--- src/rtl/stream_sel_pkg.sv ---
// Shared constants for the stream_sel_mux N-to-1 selector.
package stream_sel_pkg;

   localparam logic MODE_FIXED = 1'b0;
   localparam logic MODE_RR    = 1'b1;
   localparam int   CNT_W      = 16;

   // Select/source-ID width: $clog2(n), but never narrower than one bit.
   function automatic int sel_width(input int n);
      return (n > 1) ? $clog2(n) : 1;
   endfunction

endpackage

--- src/rtl/stream_sel_mux_if.sv ---
// Handshake bundle for stream_sel_mux: N producer channels, one consumer, mode/select controls.
interface stream_sel_mux_if #(
   parameter int WIDTH  = 2,
   parameter int NUM_IN = 2
);
   import stream_sel_pkg::*;

   localparam int SEL_W = sel_width(NUM_IN);

   logic                     rr_mode;
   logic [SEL_W-1:0]         sel;
   logic [NUM_IN*WIDTH-1:0]  in_data;
   logic [NUM_IN-1:0]        in_valid;
   logic [NUM_IN-1:0]        in_ready;
   logic [WIDTH-1:0]         out_data;
   logic [SEL_W-1:0]         out_src;
   logic                     out_valid;
   logic                     out_ready;

   modport master (
      output rr_mode, sel, in_data, in_valid, out_ready,
      input  in_ready, out_data, out_src, out_valid
   );

   modport slave (
      input  rr_mode, sel, in_data, in_valid, out_ready,
      output in_ready, out_data, out_src, out_valid
   );

endinterface

--- src/rtl/stream_sel_mux_rr_arbiter.sv ---
// Grant logic for stream_sel_mux: fixed select or round-robin from a rotating pointer.
module rr_arbiter
   import stream_sel_pkg::*;
#(
   parameter  int NUM_IN = 2,
   localparam int SEL_W  = sel_width(NUM_IN)
) (
   input  logic [NUM_IN-1:0] req,
   input  logic [SEL_W-1:0]  ptr,
   input  logic              rr_mode,
   input  logic [SEL_W-1:0]  sel,
   input  logic              adv,
   output logic [NUM_IN-1:0] grant,
   output logic [SEL_W-1:0]  grant_idx,
   output logic [SEL_W-1:0]  ptr_nxt
);

   logic [SEL_W:0]   cand_s;
   logic [SEL_W-1:0] cidx_s;
   logic             found_s;

   // Grant selection; the RR search starts at ptr and wraps modulo NUM_IN
   always_comb begin
      grant     = '0;
      grant_idx = '0;
      cand_s    = '0;
      cidx_s    = '0;
      found_s   = 1'b0;
      if (rr_mode == MODE_RR) begin
         for (int k = 0; k < NUM_IN; k++) begin
            cand_s = {1'b0, ptr} + (SEL_W+1)'(k);
            if (cand_s >= (SEL_W+1)'(NUM_IN)) begin
               cand_s = cand_s - (SEL_W+1)'(NUM_IN);
            end else begin
               cand_s = cand_s;
            end
            cidx_s = cand_s[SEL_W-1:0];
            if (!found_s && req[cidx_s]) begin
               found_s       = 1'b1;
               grant[cidx_s] = 1'b1;
               grant_idx     = cidx_s;
            end else begin
               found_s = found_s;
            end
         end
      end else begin
         if (int'(sel) < NUM_IN) begin
            grant[sel] = req[sel];
            grant_idx  = sel;
         end else begin
            grant     = '0;
            grant_idx = '0;
         end
      end
   end

   // Pointer moves past the granted channel only on an RR transfer
   always_comb begin
      ptr_nxt = ptr;
      if (adv && (rr_mode == MODE_RR)) begin
         if (int'(grant_idx) == NUM_IN - 1) begin
            ptr_nxt = '0;
         end else begin
            ptr_nxt = grant_idx + SEL_W'(1);
         end
      end else begin
         ptr_nxt = ptr;
      end
   end

endmodule

--- src/rtl/stream_sel_mux.sv ---
// N-to-1 stream selector with registered output; optional transfer counter under STREAM_SEL_MUX_CNT_EN.
module stream_sel_mux
   import stream_sel_pkg::*;
#(
   parameter int WIDTH  = 2,
   parameter int NUM_IN = 2
) (
   input  logic              clk,
   input  logic              rst_n,
   stream_sel_mux_if.slave   bus
`ifdef STREAM_SEL_MUX_CNT_EN
   ,
   output logic [CNT_W-1:0]  xfer_cnt
`endif
);

   localparam int SEL_W = sel_width(NUM_IN);

   logic [NUM_IN-1:0] grant_s;
   logic [SEL_W-1:0]  grant_idx_s;
   logic [SEL_W-1:0]  ptr_nxt_s;
   logic [SEL_W-1:0]  ptr_r;
   logic [WIDTH-1:0]  sel_data_s;
   logic              can_load_s;
   logic              load_s;
   logic              drain_s;
   logic [WIDTH-1:0]  out_data_r;
   logic [SEL_W-1:0]  out_src_r;
   logic              out_valid_r;

   rr_arbiter #(.NUM_IN(NUM_IN)) u_arb (
      .req       (bus.in_valid),
      .ptr       (ptr_r),
      .rr_mode   (bus.rr_mode),
      .sel       (bus.sel),
      .adv       (load_s),
      .grant     (grant_s),
      .grant_idx (grant_idx_s),
      .ptr_nxt   (ptr_nxt_s)
   );

   assign can_load_s   = !out_valid_r | bus.out_ready;
   assign load_s       = rst_n & can_load_s & (|grant_s);
   assign drain_s      = out_valid_r & bus.out_ready;
   assign bus.in_ready = grant_s & {NUM_IN{can_load_s & rst_n}};

   // AND-OR data mux; grant is one-hot or zero
   always_comb begin
      sel_data_s = '0;
      for (int i = 0; i < NUM_IN; i++) begin
         sel_data_s = sel_data_s | (bus.in_data[i*WIDTH +: WIDTH] & {WIDTH{grant_s[i]}});
      end
   end

   // Output register and RR pointer; a load in a draining cycle keeps out_valid high
   always_ff @(posedge clk) begin
      if (!rst_n) begin
         out_data_r  <= '0;
         out_src_r   <= '0;
         out_valid_r <= 1'b0;
         ptr_r       <= '0;
      end else begin
         ptr_r <= ptr_nxt_s;
         if (load_s) begin
            out_data_r  <= sel_data_s;
            out_src_r   <= grant_idx_s;
            out_valid_r <= 1'b1;
         end else if (drain_s) begin
            out_valid_r <= 1'b0;
         end else begin
            out_valid_r <= out_valid_r;
         end
      end
   end

   assign bus.out_data  = out_data_r;
   assign bus.out_src   = out_src_r;
   assign bus.out_valid = out_valid_r;

`ifdef STREAM_SEL_MUX_CNT_EN
   logic [CNT_W-1:0] cnt_r;

   // Saturating count of output transfers
   always_ff @(posedge clk) begin
      if (!rst_n) begin
         cnt_r <= '0;
      end else if (drain_s && (cnt_r != {CNT_W{1'b1}})) begin
         cnt_r <= cnt_r + CNT_W'(1);
      end else begin
         cnt_r <= cnt_r;
      end
   end

   assign xfer_cnt = cnt_r;
`endif

endmodule

--- src/flat_wrapper.sv ---
// flat-port wrapper written by rule: the top's interface ports become plain ports
module stream_sel_mux_flat import stream_sel_pkg::*;
#(
   parameter int WIDTH  = 2,
   parameter int NUM_IN = 2
)
  (clk, rst_n, bus_rr_mode, bus_sel, bus_in_data, bus_in_valid, bus_out_ready, bus_in_ready, bus_out_data, bus_out_src, bus_out_valid);
  stream_sel_mux_if #(.WIDTH(WIDTH), .NUM_IN(NUM_IN)) bus_i ();
  input  logic clk;
  input  logic rst_n;
  input wire logic [$bits(bus_i.rr_mode)-1:0] bus_rr_mode;
  input wire logic [$bits(bus_i.sel)-1:0] bus_sel;
  input wire logic [$bits(bus_i.in_data)-1:0] bus_in_data;
  input wire logic [$bits(bus_i.in_valid)-1:0] bus_in_valid;
  input wire logic [$bits(bus_i.out_ready)-1:0] bus_out_ready;
  output wire logic [$bits(bus_i.in_ready)-1:0] bus_in_ready;
  output wire logic [$bits(bus_i.out_data)-1:0] bus_out_data;
  output wire logic [$bits(bus_i.out_src)-1:0] bus_out_src;
  output wire logic [$bits(bus_i.out_valid)-1:0] bus_out_valid;
  assign bus_i.rr_mode = bus_rr_mode;
  assign bus_i.sel = bus_sel;
  assign bus_i.in_data = bus_in_data;
  assign bus_i.in_valid = bus_in_valid;
  assign bus_i.out_ready = bus_out_ready;
  assign bus_in_ready = bus_i.in_ready;
  assign bus_out_data = bus_i.out_data;
  assign bus_out_src = bus_i.out_src;
  assign bus_out_valid = bus_i.out_valid;
  stream_sel_mux #(.WIDTH(WIDTH), .NUM_IN(NUM_IN)) u_core (.clk(clk), .rst_n(rst_n), .bus(bus_i));
endmodule
--- config.mk ---
export PLATFORM = sky130hd
export DESIGN_NAME = stream_sel_mux_flat
export DESIGN_NICKNAME = d
export VERILOG_FILES = /design/src/rtl/stream_sel_pkg.sv /design/src/rtl/stream_sel_mux_if.sv /design/src/rtl/stream_sel_mux_rr_arbiter.sv /design/src/rtl/stream_sel_mux.sv /design/src/flat_wrapper.sv
export SDC_FILE = /design/constraint.sdc
export NUM_CORES = 1
export LEC_CHECK = 0
export ABC_AREA = 0
export CAP_MARGIN = 20
export CORE_AREA = 3 3 40 42
export CTS_BUF_LIST = sky130_fd_sc_hd__clkbuf_4 sky130_fd_sc_hd__clkbuf_8 sky130_fd_sc_hd__clkbuf_16
export DETAILED_ROUTE_END_ITERATION = 6
export DIE_AREA = 0 0 43 45
export GPL_ROUTABILITY_DRIVEN = 0
export GPL_TIMING_DRIVEN = 0
export SYNTH_ARGS = -nofsm -noshare
export SYNTH_HDL_FRONTEND = slang
export SYNTH_SLANG_ARGS = --single-unit
--- constraint.sdc ---
create_clock -name clk -period 1.79 [get_ports clk]
set_clock_uncertainty 0.15 [all_clocks]
set_input_delay 0.4475 -clock clk [delete_from_list [all_inputs] [get_ports clk]]
set_output_delay 0.4475 -clock clk [all_outputs]
set_load 0.05 [all_outputs]
After elaboration in Yosys (flattened, before gate mapping)
Index checks and enable logic that the tools add are counted.
{"block": "classes", "n_addsub": 4, "order_cmp": 8, "mux": 28, "n_bitwise": 10, "n_reduce_logical": 9}
{"operator": "two-way mux 1 bit", "n": 21}
{"operator": "AND 2 bit", "n": 4}
{"operator": "two-way mux 2 bit", "n": 4}
{"operator": "< comparator 1 x 2 -> 1 bit (second input constant)", "n": 3}
{"operator": "logical AND 1 bit", "n": 5}
{"operator": "OR 2 bit", "n": 2}
{"operator": "AND 1 bit", "n": 3}
{"operator": "demux 1 bit (select 1 bit)", "n": 3}
{"operator": "greater-or-equal comparator 1 bit (second input constant)", "n": 3}
{"operator": "adder 1 x 1 -> 2 bit (second input constant)", "n": 1}
{"operator": "greater-or-equal comparator 1 x 2 -> 1 bit (second input constant)", "n": 1}
{"operator": "greater-or-equal comparator 2 bit (second input constant)", "n": 1}
{"operator": "zero test 1 bit", "n": 2}
{"operator": "nonzero test 2 bit", "n": 1}
{"operator": "OR reduction 2 bit", "n": 1}
{"operator": "subtractor 1 bit (second input constant)", "n": 2}
{"operator": "adder 1 bit (second input constant)", "n": 1}
{"operator": "OR 1 bit", "n": 1}
{"block": "totals", "reg_bits": 5, "in_bits": 11, "out_inout_bits": 6, "word_cells": 63}

Longest topological paths before layout
{"block": "logic_depth", "depth_word": 15, "ltp_mapped": 4, "ltp_nobuf": 4}

By module
From an unflattened synthesis, not the netlist that was laid out.
{"block": "hier_totals", "cells_unflattened": 34, "area_unflattened_um2": 290.3}
{"mod": "stream_sel_mux", "n_inst": 1, "cells_each": 22, "area_each_um2": 221.5, "seq_area_each_um2": 100.1}
{"mod": "rr_arbiter", "n_inst": 1, "cells_each": 12, "area_each_um2": 68.8, "seq_area_each_um2": 0.0}

Least setup slack after synthesis
OpenSTA, ideal clock, no wires.
{"block": "synth_timing", "path_type": "reg2out", "startpoint": "reg u_core.out_valid_r, in the netlist u_core.bus.out_valid", "endpoint": "out bus_in_ready[0]", "arrival_ns": 1.408, "required_time_ns": 1.192, "path_slack_ns": -0.215, "stages_incl_launch_ff": 4, "n_path_buf": 0, "path_cell_list": "dfxtp_1 -> nand2b_1 -> nand2_1 -> nor2_1"}
{"block": "synth_via", "elab_chain_cells": 4}
{"item": "start: declaration", "line_no": "stream_sel_mux.sv:29", "rtl": "logic out_valid_r;"}
{"item": "start signal: assignment", "line_no": "stream_sel_mux.sv:71", "rtl": "out_valid_r <= out_valid_r;"}
{"item": "zero test 1 bit", "line_no": "stream_sel_mux.sv:42", "rtl": "assign can_load_s = !out_valid_r | bus.out_ready;"}
{"item": "OR 1 bit", "line_no": "stream_sel_mux.sv:42"}
{"item": "AND 1 bit", "line_no": "stream_sel_mux.sv:45", "rtl": "assign bus.in_ready = grant_s & {NUM_IN{can_load_s & rst_n}};"}
{"item": "AND 2 bit", "line_no": "stream_sel_mux.sv:45"}
{"item": "end: declaration", "line_no": "flat_wrapper.sv:16", "rtl": "output wire logic [$bits(bus_i.in_ready)-1:0] bus_in_ready;"}
Every way passes these cells.

Worst setup path after layout
{"block": "layout_timing", "startpoint": "reg u_core.out_valid_r, in the netlist u_core.bus.out_valid", "endpoint": "out bus_out_valid"}
{"item": "end: declaration", "line_no": "flat_wrapper.sv:19", "rtl": "output wire logic [$bits(bus_i.out_valid)-1:0] bus_out_valid;"}
No word-level cell between the ends.

==> results.toml <==
[timing]
finalSetupViolCount = 0
slew_viol_final = 0
rsz0062_at_grt = "false"
final.period_utilization = 0.9800
setup_slack_ps = 35.74
fin_crit_ps = 1754
whs_ps = 380.3
max_slew_margin = 0.6765
worst_slew_pin_slew_ps = 487.2
hold_viol = 0
fmax_ghz = 0.5700
setup_tns_ps = 0

[layout]
final_util = 0.3982
multi_input_area_um2 = 192.7
drive_above_1_share = 0.4259
final_area_um2 = 511.7
area_growth_pct = 95.69
regArea_um2 = 100.1
fin_nets = 66
final_cells = 69
antenna_cells = 0
nFillCells = 148

[detailed_routing]
vias = 330
wl_per_cell_um = 11.70
vias_per_cell = 4.783
remaining_drc_errors = 0
drt_wl_total_um = 807
antenna_left = 0
firstDrtPassIters = 1
drt-initial-drc-count = 0

[synth]
ys_async_sr_fraction = 0
synth.avg_cell_area_um2 = 8.436
synthFlopType = "dfxtp_1"
syn_inst = 31
seq_area_frac_synth = 0.3828
synthesis.nets = 42
synth_edf_count = 0
yosysWarnings = 0
syn_area_um2 = 261.5
synth_cell_types = 19
ys_seq_elements = 5

[grt]
grt_pass1_wl_um = 1304
grt_max_degree = 8
grt_use_total = 0.09908
grt_overflow = 0
antenna_found_initial = 0
grt_pass1_vias = 326

[clock_tree]
postCtsHoldBufs = 0
cts_tree = "built"
htreeDepth = 1
clock_latency_ps = 240
root_buffer = "clkbuf_4"
cts_buffer_depth = 2
cts.sinks = 5
cts_buffers = 3
clkSlewWorstSetupHoldPaths_ps = 40

[worst_setup_path]
path_cells = "clkdlybuf4s15_1"
crit_path_top_delay_cell = "clkdlybuf4s15_1"
critPathLaunchType = "register"
crit_fanout = 3
crit_required_ps = 1190
critical_path_class = "reg -> out"
cp.arrival_ps = 1160
path_buf_inv = 1
crit_family = "buffers and inverters"
cp_slowest_stage_delay_ps = 520
end_kind = "primary output"

[floorplanning]
die_y_um = 45
core_mm2 = 0.001285
num_rows = 13
start_util = 0.2035
io_pins = 17
die_w_um = 43
die-area_mm2 = 0.001935

[placed_design]
io_buffers = 16
dpl_cell_area_um2 = 445.4
post-place-ws_ps = -1090
place_hpwl_um = 549.8
dp_cells = 62

[power]
leakage_nw = 0.2337
p_total_mw = 0.3907
powerDensity_mw_per_mm2 = 763.5
vdd_ir_drop_max_uv = 286.2

[hold_path]
min_path_type = "reg -> reg"

[run]
maxCapViolCount = 0

[run_status]
outcome = "finished, final reports clean"
==> layer usage <==
layer,share of wire,routed length [um],GRT usage
met1,0.44,353,0.1133
met2,0.43,351,0.1317
met5,0,0,0
met3,0.11,90,0.02789
met4,0.015,12,0.1265
==> layout make-up <==
class                   count  area share
clock buffers               4     0.05868
inverters                   2     0.01467
multi-input cells          24      0.3765
flip-flops and latches      5      0.1956
well taps                  15     0.03667
repair buffers             19      0.3178
==> sequential cells by signal (all words and copies together) (netlist names) <==
register / flops
u_core.bus.out_valid: 1
u_core.bus.out_data: 2
u_core.ptr_r: 1
u_core.bus.out_src: 1
==> cell usage after synthesis, types with 2 or more instances <==
| master | number | area share |
|---|---|---|
| dfxtp_1 | 5 | 0.38 |
| nor2_1 | 4 | 0.057 |
| nand2_1 | 3 | 0.043 |
| inv_1 | 2 | 0.029 |
| nand2b_1 | 2 | 0.048 |
| nand3_1 | 2 | 0.038 |
==> worst paths after layout <==
| path | startpoint | to | slack [ps] | cells past startpoint |
|---|---|---|---|---|
| hold reg to reg | u_core.bus.out_src | u_core.bus.out_src | 380 | 1 |
| setup / recovery | u_core.bus.out_valid | bus_out_valid | 40 | 1 |
| hold / removal | u_core.bus.out_src | u_core.bus.out_src | 380 | 1 |
| setup reg to reg | u_core.bus.out_valid | u_core.bus.out_data[1] | 420 | 5 |
==> repair_timing <==
item | 4_1_cts | 5_1_grt
resized for setup | 34 | 9
setup buffers | 1 | 2
pin swaps | 3 | 3
endpoints found under the setup margin | 9 | 3
==> report_power, final <==
group	switching, mW	leakage, nW	internal, mW
Sequential	0.00650	0.0412	0.120
Clock	0.0456	0.0184	0.0993
Combinational	0.0678	0.174	0.0511
Total	0.120	0.234	0.271
==> cells by family after synthesis <==
kind of cell,share of synthesized area
and+or+nand+nor,0.2345
AOI/OAI and AO/OA,0.3541
DFF,0.3828
buffers and inverters,0.02872
==> placed cells by master (no fill, tap or decap), drive strengths merged, types with 2 or more instances in the layout <==
| cell type | netlist | layout |
|---|---|---|
| clkbuf | 0 | 7 |
| buf | 0 | 6 |
| dfxtp | 5 | 5 |
| clkdlybuf4s50 | 0 | 4 |
| dlygate4sd2 | 0 | 4 |
| nor2 | 4 | 4 |
| nand2 | 3 | 3 |
| nand2b | 2 | 2 |
| nand3 | 2 | 2 |
| inv | 2 | 2 |
| clkdlybuf4s15 | 0 | 2 |
| o221a | 2 | 2 |
(Power assumes the default switching activity.)
==> edit (same flow settings) <==
`WIDTH` is set to 2 in 3 places; all go to 3.
--- a/src/rtl/stream_sel_mux_if.sv
+++ b/src/rtl/stream_sel_mux_if.sv
@@ -1,6 +1,6 @@
 // Handshake bundle for stream_sel_mux: N producer channels, one consumer, mode/select controls.
 interface stream_sel_mux_if #(
-   parameter int WIDTH  = 2,
+   parameter int WIDTH  = 3,
    parameter int NUM_IN = 2
 );
    import stream_sel_pkg::*;
--- a/src/rtl/stream_sel_mux.sv
+++ b/src/rtl/stream_sel_mux.sv
@@ -2,7 +2,7 @@
 module stream_sel_mux
    import stream_sel_pkg::*;
 #(
-   parameter int WIDTH  = 2,
+   parameter int WIDTH  = 3,
    parameter int NUM_IN = 2
 ) (
    input  logic              clk,
--- a/src/flat_wrapper.sv
+++ b/src/flat_wrapper.sv
@@ -1,7 +1,7 @@
 // flat-port wrapper written by rule: the top's interface ports become plain ports
 module stream_sel_mux_flat import stream_sel_pkg::*;
 #(
-   parameter int WIDTH  = 2,
+   parameter int WIDTH  = 3,
    parameter int NUM_IN = 2
 )
   (clk, rst_n, bus_rr_mode, bus_sel, bus_in_data, bus_in_valid, bus_out_ready, bus_in_ready, bus_out_data, bus_out_src, bus_out_valid);
Ports: changed (resized bus_in_data and bus_out_data); port bits go from 17 to 20. The function was not compared with the original's and may differ.
==> edit against the original RTL <==
Combinational power rose by 28%; sequential cell count is 1 higher; worst setup slack got worse by 7.8 ps; register-to-register slack improved by 70 ps; fmax shrank 0.44%; synthesized cell count up 13%; routed wire length is 11% higher; hold slack worse by 24 ps; cell count increased by 12%; design area rose by 21%; core utilization is 8.4 points higher; power is 11% higher; area after synthesis rose by 22%; largest cell class is now buffers.
==> edit: results (changes against the original RTL) <==
Pwr:
- The worst-case vdd ir drop is 0.282 mV (-1.5%).
- The power density over cell area is 700 nW/um2 (-8.3%).
- The switching component of the power is 0.000140 W (+17%).

Layout:
- The net total in the final layout is 77 (+17%).
- The fraction of final layout cells sized beyond drive strength 1 came to 40.3% (-2.3 points).

Worst setup path:
- The endpoint of the worst register-to-register path is u_core.bus.out_data[0].
- On the critical path, the stage with the largest delay is an instance of sky130_fd_sc_hd__o21a_1.
- The delay of the slowest cell on the worst path is 190 ps (-330 ps).
- The slack of the worst reg-to-reg path was 490 ps (+70 ps).

Timing:
- The minimum hold slack came to 357 ps (-23.7 ps).
- The relative slew slack is 66.9% (-0.72 points).

Global routing:
- The global-route wire length before repair is 1.46 mm (+12%).
- The global routing usage on met3 is 4.78% (+2.0 points).
- The global-route usage over all layers was 10.4% (+0.48 points).
- The fraction of met1 tracks used by global routing is 10.8% (-0.53 points).

Routing:
- The aggregate routed wire length is 894 um (+11%).
- The number of violations reported at the end of detailed-routing iteration 0 is 8 (+8).

Outcome:
- The run finished with clean final reports.

Min path:
- The end point of the worst hold path is u_core.ptr_r.
- The startpoint identified for the worst hold timing path is bus_rr_mode.

Synth:
- The unique cell type count in the Yosys netlist is 18 (-1).
- The synthesized area divided by synthesized cell count was 9.15 um2 (+8.5%).
- By count the netlist is led by sky130_fd_sc_hd__dfxtp_1 (6), sky130_fd_sc_hd__o21a_1 (4), sky130_fd_sc_hd__a21oi_1 (3), sky130_fd_sc_hd__a22oi_1 (3).
- The net count of the mapped netlist is 48 (+14%).

Place:
- The number of I/O port buffers was 19 (+3).
- The setup slack at placement is -1190 ps (-96.2 ps).
- The number of placed cells counting well taps was 69 (+11%).
-- edit: layout make-up --
type	count	area, um2
fillers	134	666
repair buffers	24	235
multi-input cells	29	220
flip-flops and latches	6	123
clock buffers	3	22.5
well taps	15	18.8
-- edit: timing repair --
action                                  4_1_cts  5_1_grt
gates resized for setup                      47        6
pin swaps                                     2        3
endpoints found under the setup margin        7        2
buffers inserted                              3        2
-- edit: critical path, delay by kind of cell --
kind / cells / cell delay [ps]
AOI/OAI and AO/OA: 2 / 310
and+or+nand+nor: 1 / 170
buffers and inverters: 2 / 240
-- edit: worst max path at each step --
stage / startpoint / endpoint / slack, ps
floorplan: bus_sel / bus_in_ready[1] / 100
detailed placement: bus_rr_mode / bus_in_ready[1] / -1190
global placement: bus_rr_mode / bus_in_ready[1] / -1190
finish: bus_sel / bus_in_ready[1] / 30
global route: u_core.ptr_r / bus_in_ready[0] / -8
CTS: bus_in_valid[0] / bus_in_ready[1] / -3
